**config.mk**
```make
export PLATFORM = sky130hd
export DESIGN_NAME = xy_input_conditioner
export DESIGN_NICKNAME = d
export VERILOG_FILES = /design/src/rtl/xy_input_conditioner.sv
export SDC_FILE = /design/constraint.sdc
export NUM_CORES = 1
export LEC_CHECK = 0
export ABC_AREA = 1
export CAP_MARGIN = 30
export CORE_ASPECT_RATIO = 1.1
export CORE_UTILIZATION = 49
export DETAILED_ROUTE_END_ITERATION = 7
export GPL_TIMING_DRIVEN = 0
export PLACE_DENSITY_LB_ADDON = 0.3
export SETUP_SLACK_MARGIN = 0.3
export SYNTH_ARGS = -nofsm -noshare
export SYNTH_HDL_FRONTEND = slang
export SYNTH_SLANG_ARGS = --single-unit
```
**constraint.sdc**
```tcl
create_clock -name clk -period 2.34 [get_ports clk]
set_clock_uncertainty 0.2 [all_clocks]
set_input_delay 0.468 -clock clk [delete_from_list [all_inputs] [get_ports clk]]
set_output_delay 0.468 -clock clk [all_outputs]
set_load 0.03 [all_outputs]
```
**src/rtl/xy_input_conditioner.sv**
```systemverilog
// Synchronizes and debounces the raw {x,y} pair as a unit for the Moore controller.
// Reports each committed change and keeps a saturating count of abandoned transitions.
module xy_input_conditioner #(
  parameter int STABLE_CYCLES = 4,
  parameter int CNT_W         = 3
) (
  input  logic       clk,
  input  logic       reset_b,
  input  logic       raw_x,
  input  logic       raw_y,
  output logic       in_x,
  output logic       in_y,
  output logic       pair_changed,
  output logic [7:0] glitch_count
);

  localparam logic [CNT_W-1:0] CNT_LAST = CNT_W'(STABLE_CYCLES - 1);

  logic [1:0]       s1;
  logic [1:0]       s2;
  logic [1:0]       cand;
  logic [1:0]       out;
  logic [CNT_W-1:0] cnt;

  // Two-flop synchronizer per raw bit; bit 1 is x, bit 0 is y.
  // NOTE: sequential state uses non-blocking assignments so every flop samples
  // pre-edge values and the synchronizer stages do not collapse into one.
  always_ff @(posedge clk or negedge reset_b) begin
    if (!reset_b) begin
      s1 <= 2'b00;
      s2 <= 2'b00;
    end else begin
      s1 <= {raw_x, raw_y};
      s2 <= s1;
    end
  end

  // Debounce: any disagreement with the candidate restarts the count and takes
  // priority over a commit that would otherwise land on the same edge.
  always_ff @(posedge clk or negedge reset_b) begin
    if (!reset_b) begin
      cand         <= 2'b00;
      cnt          <= '0;
      out          <= 2'b00;
      pair_changed <= 1'b0;
      glitch_count <= 8'd0;
    end else begin
      pair_changed <= 1'b0;
      if (s2 != cand) begin
        cand <= s2;
        cnt  <= '0;
        if ((cand != out) && (glitch_count != 8'hFF)) begin
          glitch_count <= glitch_count + 8'd1;
        end
      end else if (cand != out) begin
        if (cnt == CNT_LAST) begin
          out          <= cand;
          pair_changed <= 1'b1;
          cnt          <= '0;
        end else begin
          cnt <= cnt + 1'b1;
        end
      end else begin
        cnt <= '0;
      end
    end
  end

  assign in_x = out[1];
  assign in_y = out[0];

endmodule

```
==> results_dict.tcl <==
set metrics [dict create \
    report.final.slew_viol_count 0 \
    antenna_left 0 \
    drtIter0Drc 12 \
    max_slew_margin_pct 43.2 \
    drive_gt1_share_pct 17.7 \
    seq_area_frac_synth_pct 46.7 \
    ios 15 \
    worst_slew_pin_slew_ps 849 \
    post-cts-setup-buffer-count 0 \
    final-setup-viol-count 0 \
    worst-path-stages 1 \
    drc 0 \
    rows 17 \
    start_kind "flip-flop" \
    reg2reg_setup_slack_ps 780 \
    start_util_pct 52.5 \
    grt_setup_unrepaired "no" \
    synth.avg_cell_area_um2 8.71 \
    grt_pass1_vias 799 \
    portBuffers 14 \
    cpLargestDelayFamily "buffers and inverters" \
    r2r_cells 8 \
    ir_worst_vdd_mv 0.449 \
    core_um2 2040 \
    track_usage_pct 19.5 \
    clk_pin_slew_ps 110 \
    synth.net_count 129 \
    die-area_um2 2380 \
    cts_sinks 20 \
    dpl.hpwl_um 1330 \
    critical_path_class "flip-flop to output pin" \
    fin_crit_sh_pct 84.0 \
    clkLatencyLatePin_ps 300 \
    slowest_delay_ps 660 \
    outcome "finished, final reports clean" \
    fin_util_pct 63.0 \
    min_period_ps 1970 \
    critical_path_required_ps 1670 \
    report.final.hold_viol_count 0 \
    htree_levels 1 \
    hp-class "flip-flop to flip-flop" \
    avgViaCountPerCell 4.80 \
    gr-total-overflow 0 \
    root_buffer "clkbuf_4" \
    max-cap-violations 0 \
    total_leakage_power_nw 0.693 \
    routed_wirelength_um 1750 \
    powerDensity_nw_per_um2 823 \
    wire_per_inst_um 10.4 \
    cts_tree "done" \
    cp_num_buf_inv 1 \
    synth_warnings 0 \
    antennaDiodeCount 0 \
    worstPathCellList "clkdlybuf4s50_1" \
    fmax_mhz 509 \
    crit_arrival_ps 1300 \
    grt_max_degree 21 \
    dr.pass1.iters 4 \
    critical_path.startpoint "pair_changed" \
    die_w_um 46.6 \
    path_max_fanout 1 \
    synth_cells 123 \
    crit_path_end "pair_changed" \
    r2r-end "glitch_count[5]" \
    grt_pass1_wl_um 3330 \
    cts_buffer_depth 2 \
    via_count 812 \
    fin_tns_setup_ps 0 \
    syn_to_final_growth_pct 20.1 \
    nets 148 \
    synth_seq_cells 20 \
    antenna_found_initial 0 \
    synth.distinct_cells 22 \
    end_kind "output pin" \
    total_power_w 0.00106 \
    fillers 208 \
    place_congestion 0.788 \
    syn_area_um2 1070 \
    dieHeight_um 51.0 \
    rr_startpoint "glitch_count[0]" \
    cp_slowest_cell "clkdlybuf4s50_1" \
    cts-buffers-inserted 3 \
]
logic make-up after synthesis:
group,count (synthesis),synth area share (%)
buffers and inverters,17,5.96
DFF,20,46.7
AOI/OAI and AO/OA,1,0.467
xor gates and xnor gates,3,2.45
and+or+nand+nor,80,42.1
adders and majority gates,2,2.34
placed cells by master, fill, tap and decap left out, types with 3 or more instances in the layout:
cell type | synthesis | routed
nand2_4 | 4 | 4
nor2_1 | 5 | 5
nand2_2 | 6 | 6
inv_1 | 13 | 13
clkbuf_4 | 0 | 3
nand4_1 | 6 | 6
clkdlybuf4s50_1 | 0 | 4
dfrtp_1 | 20 | 20
nand3_1 | 3 | 3
dlygate4sd2_1 | 0 | 10
nand2_1 | 45 | 45
final cells by class:
type / count / area (µm²) / area share [%]
timing repair buffer: 14 / 128 / 9.92
multi-input combinational: 86 / 507 / 39.4
sequential: 20 / 500 / 38.9
clock buffer: 3 / 22.5 / 1.75
buffer: 2 / 7.51 / 0.584
clock inverter: 1 / 30.0 / 2.33
tap: 28 / 35.0 / 2.72
inverter: 15 / 56.3 / 4.38
how the worst min path moves through the flow:
stage,startpoint,to,cells after the start
2_1_floorplan,reset_b,cand[0],0
3_3_place_gp,s1[0],s2[0],0
3_5_place_dp,s1[1],s2[1],0
4_1_cts,s1[0],s2[0],0
5_1_grt,s1[1],s2[1],0
6_report,s1[0],s2[0],0
metal layers:
metal  vias up  global-route usage, %  part of all wire [%]
li1        414                      -                     -
met1       378                   24.7                    46
met2        15                   31.7                    48
met3         5                   3.18                   3.4
met4         0                   8.82                   2.3
met5         -                      0                     0
flip-flops by register name, summed over array words and instances (netlist names):
signal        count
cand              2
cnt               3
glitch_count      8
out               2
pair_changed      1
s1                2
s2                2
power breakdown:
| group | switching (W) | internal [W] | total, W |
|---|---|---|---|
| Combinational | 0.000216 | 0.000115 | 0.000331 |
| Sequential | 0.0000543 | 0.000394 | 0.000448 |
| Clock | 0.000106 | 0.000173 | 0.000280 |
| Total | 0.000377 | 0.000682 | 0.00106 |
what timing repair did:
action	4_1_cts	5_1_grt
gates resized for setup	10	0
endpoints found under the setup margin	10	0
hold buffers	0	0
cells in the mapped netlist (all sizes together):
cell type	number	area (µm²)
nand4	6	37.5
nand3	5	42.5
nand3b	2	15.0
inv	15	56.3
xor2	2	17.5
nor2	10	73.8
o21ai	1	5.00
clkbuf	2	7.51
dfrtp	20	500
ha	2	25.0
nand2	56	272
xnor2	1	8.76
nor3	1	10.0
stage by stage:
stage | setup WS, ps | area [µm²] | cells | hold WS (ps)
2_1_floorplan | 708 | 1070 | 123 | -27.6
3_3_place_gp | 564 | 1250 | 165 | 134
3_5_place_dp | 552 | 1250 | 165 | 139
4_1_cts | 361 | 1290 | 169 | 169
5_1_grt | 321 | 1290 | 169 | 173
6_report | 374 | 1290 | 169 | 163
(Power assumes the default switching activity.)
